[src/rtl/reg_file_sb.sv]
// -----------------------------------------------------------------------------
// reg_file_sb
//
// Parametrised multi-port register file with an integrated pending-write
// scoreboard. Decode reads operands and marks destinations busy at issue;
// write-back stores results and clears the busy bit. Read ports see a
// same-cycle write-back through a bypass, so a consumer waiting on a RAW
// hazard becomes ready in the very cycle its producer writes back.
//
// Parameters
//   DW   data width in bits
//   AW   address width; depth = 2**AW registers
//   NRP  number of read ports (>= 1)
//
// Ports
//   clk         rising-edge clock for all state
//   rst_n       asynchronous active-low reset
//   rd_addr     NRP packed read addresses, port i at [i*AW +: AW]
//   rd_data     NRP packed read data, port i at [i*DW +: DW] (combinational)
//   rd_rdy      per-port: data is valid, i.e. register not pending
//   wb_en       write-back enable
//   wb_addr     write-back address
//   wb_data     write-back data
//   issue_en    request to mark issue_addr busy
//   issue_addr  destination register of the issuing instruction
//   issue_rdy   issue request would be accepted this cycle (ignores issue_en)
//   pend_cnt    registered count of busy registers (0 .. 2**AW)
//   wb_err      sticky flag: a write-back hit a register that was not busy
// -----------------------------------------------------------------------------
module reg_file_sb #(
  parameter int DW  = 32,
  parameter int AW  = 4,
  parameter int NRP = 3
) (
  input  logic              clk,
  input  logic              rst_n,
  input  logic [NRP*AW-1:0] rd_addr,
  output logic [NRP*DW-1:0] rd_data,
  output logic [NRP-1:0]    rd_rdy,
  input  logic              wb_en,
  input  logic [AW-1:0]     wb_addr,
  input  logic [DW-1:0]     wb_data,
  input  logic              issue_en,
  input  logic [AW-1:0]     issue_addr,
  output logic              issue_rdy,
  output logic [AW:0]       pend_cnt,
  output logic              wb_err
);

  localparam int DEPTH = 2 ** AW;

  // ---------------------------------------------------------------------------
  // State
  // ---------------------------------------------------------------------------
  logic [DW-1:0]    regs_q [DEPTH];
  logic [DW-1:0]    regs_d [DEPTH];
  logic [DEPTH-1:0] busy_q;
  logic [DEPTH-1:0] busy_d;
  logic [AW:0]      pend_cnt_q;
  logic [AW:0]      pend_cnt_d;
  logic             wb_err_q;
  logic             wb_err_d;

  // Handshake terms shared by next-state logic.
  logic issue_acc;   // issue accepted on this edge
  logic same_addr;   // accepted issue targets the register being written back
  logic busy_set;    // accepted issue turns a clear busy bit on
  logic busy_clr;    // write-back turns a set busy bit off

  // ---------------------------------------------------------------------------
  // Read ports
  // ---------------------------------------------------------------------------
  // Each port is independent; a write-back to the addressed register wins over
  // storage and is always ready, even if the register is still marked busy.
  // While reset is asserted the outputs are forced to their reset view so a
  // live wb_en cannot leak through the bypass.
  for (genvar i = 0; i < NRP; i++) begin : g_rd
    logic [AW-1:0] addr;
    logic          hit;

    assign addr = rd_addr[i*AW +: AW];
    assign hit  = wb_en && (wb_addr == addr);

    assign rd_data[i*DW +: DW] = !rst_n ? '0
                               : hit    ? wb_data
                               :          regs_q[addr];
    assign rd_rdy[i]           = !rst_n || hit || !busy_q[addr];
  end

  // ---------------------------------------------------------------------------
  // Issue handshake
  // ---------------------------------------------------------------------------
  // A busy destination may still issue when its write-back lands in the same
  // cycle: the write retires the old producer and the new one takes over.
  assign issue_rdy = !rst_n || !busy_q[issue_addr]
                  || (wb_en && (wb_addr == issue_addr));
  assign issue_acc = issue_en && issue_rdy;
  assign same_addr = issue_acc && (issue_addr == wb_addr);

  // Count deltas are taken from actual busy-bit transitions so pend_cnt always
  // equals the population count of busy, including the same-address case.
  assign busy_set  = issue_acc && !busy_q[issue_addr];
  assign busy_clr  = wb_en && busy_q[wb_addr] && !same_addr;

  // ---------------------------------------------------------------------------
  // Next-state logic
  // ---------------------------------------------------------------------------
  // NOTE: every output of this block is given its hold value before any
  // conditional update, so no path leaves a variable unassigned (no latches).
  always_comb begin
    regs_d     = regs_q;
    busy_d     = busy_q;
    wb_err_d   = wb_err_q;
    pend_cnt_d = pend_cnt_q + (AW+1)'(busy_set) - (AW+1)'(busy_clr);

    if (wb_en) begin
      regs_d[wb_addr] = wb_data;
      busy_d[wb_addr] = 1'b0;
      // A write-back nobody was waiting for is a protocol error; data is
      // still stored so software-visible state stays deterministic.
      if (!busy_q[wb_addr] && !same_addr) begin
        wb_err_d = 1'b1;
      end
    end

    // Applied after the write-back so a same-address issue keeps busy set.
    if (issue_acc) begin
      busy_d[issue_addr] = 1'b1;
    end
  end

  // ---------------------------------------------------------------------------
  // Registers
  // ---------------------------------------------------------------------------
  // NOTE: the storage array is reset along with the control state because
  // reads must return zero for every register after reset; this is a flop
  // array, not an SRAM macro, so a full reset is both legal and required.
  // NOTE: sequential state uses non-blocking assignments so all flops sample
  // their _d values from the same pre-edge state.
  always_ff @(posedge clk or negedge rst_n) begin
    if (!rst_n) begin
      for (int r = 0; r < DEPTH; r++) begin
        regs_q[r] <= '0;
      end
      busy_q     <= '0;
      pend_cnt_q <= '0;
      wb_err_q   <= 1'b0;
    end else begin
      for (int r = 0; r < DEPTH; r++) begin
        regs_q[r] <= regs_d[r];
      end
      busy_q     <= busy_d;
      pend_cnt_q <= pend_cnt_d;
      wb_err_q   <= wb_err_d;
    end
  end

  assign pend_cnt = pend_cnt_q;
  assign wb_err   = wb_err_q;

  // ---------------------------------------------------------------------------
  // Invariants
  // ---------------------------------------------------------------------------
  // The incremental counter must track the busy vector exactly.
  a_pend_matches_busy : assert property (
    @(posedge clk) disable iff (!rst_n) pend_cnt_q == ($countones(busy_q))
  );

endmodule

[config.mk]
export PLATFORM = sky130hd
export DESIGN_NAME = reg_file_sb
export DESIGN_NICKNAME = d
export VERILOG_FILES = /design/src/rtl/reg_file_sb.sv
export SDC_FILE = /design/constraint.sdc
export NUM_CORES = 1
export LEC_CHECK = 0
export BUFFER_PORTS_ARGS = -buffer_cell sky130_fd_sc_hd__buf_4
export CORE_MARGIN = 1.5
export CORE_UTILIZATION = 32
export DETAILED_ROUTE_END_ITERATION = 12
export HOLD_SLACK_MARGIN = 0.06
export PLACE_DENSITY = 0.48
export SYNTH_ARGS = -nofsm -noshare
export SYNTH_HDL_FRONTEND = slang
export SYNTH_SLANG_ARGS = --single-unit
[constraint.sdc]
create_clock -name clk -period 2.55 [get_ports clk]
set_input_delay 0.3825 -clock clk [delete_from_list [all_inputs] [get_ports clk]]
set_output_delay 0.3825 -clock clk [all_outputs]
set_load 0.03 [all_outputs]
Word level (Yosys, flattened, before mapping)
Index checks and enable logic that the tools add are counted.
{ "classes": {"magnitude_cmp": 12, "n_eq_ne": 5, "bitwise_logic": 7, "n_reduce_logical": 29, "n_mux": 34, "add_sub_neg": 2} }
{ "ops": {"columns": ["op", "count"], "rows": [
  ["512-bit bitwise mux", 1],
  ["32-bit 2-to-1 mux", 13],
  ["32-bit binary-select mux with 4-bit select", 3],
  ["32-bit demux with 4-bit select", 1],
  ["16-bit 2-to-1 mux", 2],
  ["4-bit by 5-bit < comparator with 1-bit output (second input constant)", 5],
  ["1-bit binary-select mux with 4-bit select", 5],
  ["4-bit equality test", 5],
  ["5-bit >= comparator (second input constant)", 4],
  ["4-bit NOT with 5-bit output", 4],
  ["16-bit bitwise AND", 1],
  ["16-bit NOT", 1],
  ["16-bit OR", 1],
  ["1-bit logical AND", 13],
  ["1-bit demux with 4-bit select", 2],
  ["4-bit by 1-bit >= comparator with 1-bit output (second input constant)", 2],
  ["1-bit logical OR", 8],
  ["1-bit zero test", 7],
  ["1-bit 2-to-1 mux", 7],
  ["5-bit by 1-bit adder with 5-bit output", 1],
  ["5-bit by 1-bit < comparator with 1-bit output (second input constant)", 1],
  ["5-bit by 1-bit subtractor with 5-bit output", 1],
  ["2-bit AND reduction", 1]
]} }
{ "totals": {"wordCells": 108, "ff_bits": 534} }

Depth between registers and ports, before layout
Gate-level depths: netlist of the first run.
{ "logic_depth": {"ltp_word": 10, "mapped_depth": 12} }

Worst setup path before layout of the first run
OpenSTA, ideal clock, no wires.
{ "synth_path": {"path_kind": "input to register", "start": "in issue_addr[3]", "end": "reg pend_cnt_q[4] (netlist: pend_cnt[4])", "path_stages": 12, "slack_ns": -0.285, "setup_ns": 0.124, "arrival_time_ns": 2.710, "cell_sequence": "clkbuf_1 > mux4_2 > mux2i_1 > mux2_2 > nand2_1 > ha_1 > inv_1 > ha_1 > fa_1 > a21o_1 > a21oi_1 > xnor2_1"} }
{ "synth_between": {"elab_chain_cells": 10, "elab_cells_between_ends": 15, "classes_between": "add/sub (2); eq/ne (2); mux (2); reduce/logical (9)"} }
{ "synth_rtl": {"columns": ["element", "line", "rtl"], "rows": [
  ["start: declaration", "44", "input logic [AW-1:0] issue_addr,"],
  ["parallel branches: the longest is 9 deep, another holds 5-bit by 1-bit adder with 5-bit output", null, null],
  ["5-bit by 1-bit subtractor with 5-bit output *", "114", "pend_cnt_d = pend_cnt_q + (AW+1)'(busy_set) - (AW+1)'(busy_clr);"],
  ["net pend_cnt_d[4]", "60", "logic [AW:0] pend_cnt_d;"],
  ["end signal: assignment", "153", "pend_cnt_q <= pend_cnt_d;"],
  ["end: declaration", "59", "logic [AW:0] pend_cnt_q;"]
]} }
Mark *: on every way through the listed nets, which the timed path passes. The select of a mux whose other input is x is not followed.
A chain may end at the register's enable or synchronous reset.

Final worst setup path of the first run
{ "layout_path": {"start": "reg busy_q[2]", "end": "reg pend_cnt_q[4] (netlist: pend_cnt[4])"} }
{ "layout_between": {"elab_chain_cells": 10, "elab_cells_between_ends": 15, "classes_between": "add/sub (2); mux (4); reduce/logical (9)"} }
{ "layout_rtl": {"columns": ["element", "line", "rtl"], "rows": [
  ["start: declaration", "57", "logic [DEPTH-1:0] busy_q;"],
  ["start signal: assignment", "152", "busy_q <= busy_d;"],
  ["parallel branches: the longest is 9 deep, another holds 5-bit by 1-bit adder with 5-bit output", null, null],
  ["5-bit by 1-bit subtractor with 5-bit output *", "114", null],
  ["net pend_cnt_d[4]", "60", null]
]} }
Marks and branches as above.

==> impl_results.md, run 1 <==
- Number of global-route vias before repair: 25,700
- DR DRC count: 0
- Mux contribution to synthesized area: 45.0%
- VDD IR max: 0.429 mV
- Post-synthesis compound-gate area fraction: 7.73%
- Row Count: 118
- Met2 WL: between 60,000 and 70,000 µm
- Final worst path period need: approximately 2.8 ns
- Hold path cells: 2
- Worst r2r src: busy_q[2]$_DFF_PN0_
- Final nets: 2,552
- Die Ht: roughly 330 µm
- Max Used Layer: met5
- Crit path buf inv count: 2
- Post-route setup slack: -0.261 ns
- Seq/Total Area, Yosys: 40.2%
- Initial antenna violation count: 5
- Die W: 325 µm
- First-pass GRT wire length: 183,000 µm
- Final hold vios: 0
- Crit. End Element: flop
- Share of layout cells above drive strength 1: approximately 64%
- Run status: finished with violations
- Initial Util: ~32%
- Setup_tns: -1.72 ns
- IO buf count: about 160
- DRT antenna net count: 0
- Pre-antenna DRT Iters: 5
- Synth Net Count: 2,324
- Dpl hpwl: 76,200 µm
- Failing checks: setup timing
- HP Start: wb_data[28]
- Area Growth Syn to Fin: 24.8%
- Final std cells w/o fill: ~4,000
- CTS Buf Count: 66
- Fmax: 0.356 GHz
- Post-Syn Area: approximately 33,000 µm²
- Deepest clock path buffer count: 3
- Overflow after GRT: 0
- H-tree level count: 3
- I/O pin cnt: around 160
- Arrival time worst endpoint: 3.34 ns
- CP required: 3.07 ns
- Wire length on met3: 7230 µm
- Worst path max stage delay: around 0.45 ns
- Clk sinks: approximately 530
- RSZ-0062 raised after global routing: yes
- Kind of critical path: reg2reg
- Launch point of the worst path: busy_q[2]$_DFF_PN0_
- Synth Area in XOR/XNOR: 0.527%
- Total Wirelength: 124,000 µm
- R2r endpoint: pend_cnt[4]$_DFF_PN0_
- Root buffer cell: clkbuf_16
- Average size of a mapped cell: around 15 µm²
- Die area: 106,000 µm²
- Via count: 23,800
- Simple-Gate Fraction of Synth Area: 2.59%
- Yosys reg bits: 534
- Worst-Margin Slew: 0.789 ns
- Clock Pin Slew Worst Setup and Hold Paths: 0.06 ns
- DRT met1 WL: slightly above 50,000 µm
- Critical Path Slowest Stage Cell: mux4_2
- Cells after Synth: 2,262
- CTS tree: yes
- CP Launch Type: flop
- Max cap viols: 0
- Max-slew headroom: 47.4%
- PD cells: 780 nW/µm²
- Main combinational cell family by area after synthesis: multiplexers
- Hold slack: 0.135 ns
- CP max FO: 3
- Slew Limit Fails: 0
- CORE AREA: 103,000 µm²
- Internal reg-to-reg setup slack: -0.26 ns
- Worst hold path class: in2reg
- Routability-driven placement congestion ratio: 0.826
- Place WS: -0.364 ns
- Cell Count Post-Placement: approximately 3,800
- Largest net degree at the start of global routing: 66
- Gr usage total: a little under a quarter
- CP cell instances: buf_6, mux4_2, a22oi_2, a31oi_1, ha_1, inv_2, ha_4, fa_2, a21o_1, a21oi_2, xnor2_1
- Power Total: roughly 32,000 µW
- Lkg Pwr: 0.0166 µW
- Clk Latency, worst-skew pair: 0.61 ns
- Worst Hold Endpoint: regs_q[444]$_DFFE_PN0P_
- WL/cell: 31.7 µm
- Fin crit share: 110%
- Post-Synth Adder-Cell Area: 0.248%
- DRT iter0 DRCs: 1,849
- Critical path's top delay family: adder cells
- Yosys warnings: 0
- Netlist cell types: 44
- # setup viols final: 27
- Vias/cell: just over 6
- FF-to-FF path depth: 11
- Clk_skew: about 0.004 ns
layout make-up:
class / count / area, µm²
Fill cell: 9406 / 61700
Tap cell: 1380 / 1730
Timing Repair Buffer: 410 / 4660
Sequential cell: 534 / 13400
Clock inverter: 25 / 268
Inverter: 6 / 22.5
Clock buffer: 91 / 1900
Multi-Input combinational cell: 1472 / 19500
Antenna cell: 3 / 7.51
per-layer routing:
| metal | GRT usage (%) | up-vias |
|---|---|---|
| met1 | 30.6 | 12900 |
| li1 | - | 9587 |
| met4 | 9.99 | 2 |
| met3 | 3.55 | 291 |
| met2 | 39.0 | 1012 |
| met5 | 0 | - |
worst max-delay path by stage:
stage | end | slack [ns] | cells past startpoint
after floorplan | pend_cnt[4]$_DFF_PN0_ | -0.12 | 12
after global placement | pend_cnt[4]$_DFF_PN0_ | -0.40 | 12
after detailed placement | pend_cnt[4]$_DFF_PN0_ | -0.36 | 12
after CTS | rd_rdy[0] | -0.28 | 5
after global routing | pend_cnt[4]$_DFF_PN0_ | -0.34 | 11
final | pend_cnt[4]$_DFF_PN0_ | -0.26 | 11
power by group:
part | switching [µW] | internal, µW | total, µW
clock network | 3910 | 5620 | 9530
logic | 4280 | 6140 | 10400
registers | 1890 | 10500 | 12400
synth_stat cells, drive strengths merged:
| master | instances | area share, % |
|---|---|---|
| a211oi | 2 | 0.075 |
| xnor2 | 9 | 0.24 |
| dfrtp | 534 | 40 |
| o21ai | 11 | 0.17 |
| a31oi | 1 | 0.019 |
| o31ai | 8 | 0.18 |
| nand2b | 6 | 0.11 |
| a41o | 3 | 0.090 |
| or3 | 3 | 0.056 |
| fa | 1 | 0.060 |
| nand3b | 4 | 0.11 |
| nor2 | 113 | 1.3 |
| nand4 | 3 | 0.056 |
| xor2 | 11 | 0.29 |
| mux2i | 2 | 0.060 |
| mux2 | 513 | 17 |
| a22oi | 1 | 0.023 |
| a21o | 2 | 0.045 |
| o41ai | 6 | 0.16 |
| nor4 | 1 | 0.064 |
| inv | 6 | 0.068 |
| a211o | 1 | 0.026 |
| a22o | 192 | 5.1 |
| and2 | 3 | 0.056 |
| o21bai | 1 | 0.023 |
| mux4 | 407 | 28 |
| nand3 | 7 | 0.12 |
| nor3b | 1 | 0.023 |
| clkbuf | 119 | 1.3 |
| or4 | 1 | 0.023 |
| nor2b | 8 | 0.15 |
| nand2 | 46 | 0.52 |
| buf | 131 | 2.3 |
| a21oi | 2 | 0.030 |
| o22ai | 96 | 1.8 |
| a21bo | 1 | 0.030 |
| ha | 5 | 0.19 |
| and3 | 1 | 0.019 |
repair_timing:
item,CTS,global route
pin swaps,221,110
hold endpoints to repair,116,58
endpoints found under the setup margin,95,103
hold buffers,4,1
setup buffers,23,13
gates resized for setup,172,80
cells in the final DEF, fill, tap and decap left out, types with 8 or more instances in the layout:
cell,n
buf_4,218
nor2_2,61
nor2_1,29
mux2_2,506
dfrtp_1,533
nor2_4,23
xnor2_1,9
o22ai_1,34
clkbuf_16,67
xor2_1,11
a22o_1,191
nand2_1,43
mux4_2,407
clkbuf_1,11
o31ai_1,8
o21ai_0,11
buf_6,93
o22ai_2,57
clkbuf_8,13
clkinv_2,13
buf_12,89
worst reg2reg max path, stage by stage, from the launching register on:
cell	delay, ns
dfrtp_1	0.44
buf_6	0.15
mux4_2	0.45
a22oi_2	0.23
a31oi_1	0.12
ha_1	0.31
inv_2	0.05
ha_4	0.15
fa_2	0.35
a21o_1	0.18
a21oi_2	0.15
xnor2_1	0.14
through the flow:
stage | util (%) | area, µm²
floorplan | - | 33300
global placement | 36.9 | 38100
detailed placement | 36.9 | 38100
CTS | 39.8 | 41100
global route | 40.2 | 41500
finish | 40.2 | 41500
logic make-up after synthesis:
logic type                 after synthesis
xor gates and xnor gates                20
buffers and inverters                  256
muxes                                  922
adders and majority gates                6
and+or+nand+nor                        197
DFF                                    534
AOI/OAI and AO/OA                      327
registers in the layout (all words and copies together) (netlist names):
name	cells
wb_err	1
pend_cnt	5
busy_q	16
regs_q	512
No activity file was read; power rests on OpenSTA's default activity.
==> inputs of run 2 (changes only) <==
--- a/config.mk
+++ b/config.mk
@@ -5,6 +5,7 @@
 export SDC_FILE = /design/constraint.sdc
 export NUM_CORES = 1
 export LEC_CHECK = 0
+export ABC_AREA = 1
 export BUFFER_PORTS_ARGS = -buffer_cell sky130_fd_sc_hd__buf_4
 export CORE_MARGIN = 1.5
 export CORE_UTILIZATION = 32
==> impl_results.md, run 2 <==
- Run status: completed
- Final Util: 38.4%
- Synth Net Count: roughly 5,300
- CTS tree: yes
- DR DRC count: 0
- WL/cell: 26.0 µm
- Worst-Margin Slew: 0.851 ns
- Max cap viols: 0
- Die Ht: 335 µm
- Average size of a mapped cell: 6.71 µm²
- Total Wirelength: 174,000 µm
- Initial Util: 32.3%
- Yosys warnings: 0
- Die W: 335 µm
- DRT iter0 DRCs: 5,095
- Post-Syn Area: ~35,000 µm²
- Gr usage total: a little under a third
- Top-area cell type share of the netlist area: a little under two fifths
- Root buffer cell: clkbuf_16
- Via count: 38,700
- Worst hold path class: in2reg
- Cell Count Post-Placement: ~6,600
- IO buf count: 161
- Overflow after GRT: 0
- Clock Pin Slew Worst Setup and Hold Paths: around 0.060 ns
- Synth top cells by count: o21ai_0 (1,146), a21oi_1 (806), nand2_1 (741)
- Worst Hold Endpoint: regs_q[315]$_DFFE_PN0P_
- Synth top area cells: dfrtp_1 (38%), o21ai_0 (16%), a21oi_1 (11%)
- PD cells: 722 nW/µm²
- Hold path cells: 3
- Lkg Pwr: 0.0188 µW
- Cells after Synth: 5,244
- Row Count: about 120
- Ys flop type: dfrtp_1
- Largest net degree at the start of global routing: between 100 and 150
- Crit. End Element: flop
- Vias/cell: 5.78
- CP max FO: 3
- VDD IR max: 0.561 mV
- Area Growth Syn to Fin: 18.8%
- Internal reg-to-reg setup slack: ~0.056 ns
- Clk_skew: 0.0260 ns
- Yosys reg bits: 534
- Yosys top cell by area: dfrtp_1
- Clk sinks: 534
- DRT antenna net count: 0
- Setup_tns: 0 ns
- Seq/Total Area, Yosys: 38.0%
- Power Total: 30,200 µW
- Most frequent cells in the layout: o21ai_0 (1,143), a21oi_1 (804), nand2_1 (719)
- First-pass GRT wire length: 253,000 µm
- # setup viols final: 0
- CORE AREA: 109,000 µm²
- Largest Register: regs_q
- RSZ-0062 raised after global routing: yes
- Most common cell after layout, fill and taps aside: o21ai_0
- Arrival time worst endpoint: 3.04 ns
- Max-slew headroom: ~43%
- Die area: 112,000 µm²
- CP Launch Type: flop
- Share of layout cells above drive strength 1: 12.0%
- Max reg flops: 512
- Final worst path period need: 2.49 ns
- Number of global-route vias before repair: 35,700
- Worst r2r src: busy_q[11]$_DFF_PN0_
- Final std cells w/o fill: 6,704
- EDFF count, synth: 0
- Final hold vios: 0
- HP Start: wb_data[27]
- Initial antenna violation count: 3
- CP required: 3.09 ns
- FF-to-FF path depth: 15
- I/O pin cnt: between 150 and 200
- Slew Limit Fails: 0
- Routability-driven placement congestion ratio: a little under 0.9
- R2r endpoint: pend_cnt[4]$_DFF_PN0_
- Deepest clock path buffer count: 3
- CTS Buf Count: 70
- Final nets: 5,308
- Fin crit share: 97.8%
- Fmax: 0.401 GHz
- Dpl hpwl: 104,000 µm
- Most numerous cell in the Yosys netlist: o21ai_0
- Clk Latency, worst-skew pair: approximately 0.64 ns
- Netlist cell types: 29
- Pre-antenna DRT Iters: 6
- Kind of critical path: reg2reg
- H-tree level count: 3
- Ys async rst share: 100%
## run 2: cell count changes in the layout (fill, tap and decap cells not counted), sizes merged, moves of 15 or more
cell / delta
a21oi: +813
mux2: -513
inv: +419
nand3: +698
nand2: +697
nor2: +51
o22ai: -91
dlygate4sd3: +15
o21ai: +1311
mux4: -407
a22o: -192
## run 2: kinds of logic after synthesis
group                      after synthesis  share of synthesized area, %
DFF                                    534                          38.0
AOI/OAI and AO/OA                     2148                          30.8
and+or+nand+nor                       1623                          20.1
buffers and inverters                  926                          10.7
xor gates and xnor gates                 7                         0.174
adders and majority gates                6                         0.235
## run 2: layout make-up
type	count	area (µm²)
Sequential cell	534	13400
Multi-Input combinational cell	3784	18300
Timing Repair Buffer	428	4560
Inverter	428	1650
Fill cell	11600	67200
Clock inverter	14	101
Tap cell	1414	1770
Clock buffer	101	2030
Antenna cell	1	2.50
## run 2: per-stage QoR
step	hold WS (ns)	worst slack, ns	instance area (µm²)
floorplan	0.0869	-0.0361	35200
global placement	0.480	-0.173	39200
detailed placement	0.467	-0.176	39200
CTS	0.0601	0.00336	41500
global route	0.0781	-0.0557	41800
finish	0.0910	0.0556	41800
## run 2: worst max-delay path by stage
stage                             from               endpoint  slack (ns)  cells after the start
2_1_floorplan            issue_addr[0]  pend_cnt[4]$_DFF_PN0_       -0.04                     19
3_3_place_gp             issue_addr[0]  pend_cnt[4]$_DFF_PN0_       -0.17                     20
3_5_place_dp             issue_addr[0]  pend_cnt[4]$_DFF_PN0_       -0.18                     20
4_1_cts        regs_q[178]$_DFFE_PN0P_            rd_data[82]       0.003                      9
5_1_grt           busy_q[11]$_DFF_PN0_  pend_cnt[4]$_DFF_PN0_       -0.06                     18
6_report          busy_q[11]$_DFF_PN0_  pend_cnt[4]$_DFF_PN0_        0.06                     15
## run 2: what timing repair did
action	4_1_cts	5_1_grt
hold endpoints to repair	137	0
setup buffers	0	8
hold buffers	19	0
gates cloned	0	2
endpoints found under the setup margin	2	47
resized for setup	1	68
pin swaps	1	14
## run 2: critical path, cell delays in order, from the launching register on
cell and delay, ns:
dfrtp_2 0.44, buf_4 0.15, nand3_1 0.07, nand4_1 0.10, nand2_1 0.07, nand2_1 0.06
o21ai_1 0.17, nor2_1 0.08, ha_1 0.27, inv_1 0.06, ha_4 0.16, fa_2 0.36
nand2_1 0.07, nand2_1 0.06, a21oi_2 0.13, xor2_1 0.15
## run 2: per-layer routing
metal / global-route usage, % / share of wire [%] / up-vias
li1: - / - / 17900
met1: 42.4 / 44 / 18400
met2: 45.7 / 43 / 2101
met3: 6.05 / 9.5 / 380
met4: 11.7 / 4.0 / 2
met5: 0 / 0.0063 / -
## run 2: where the power goes
group          switching (µW)  internal [µW]  total (µW)
combinational            5940           3050        8980
sequential               1170          10400       11600
clock                    4090           5580        9670
total                   11200          19000       30200
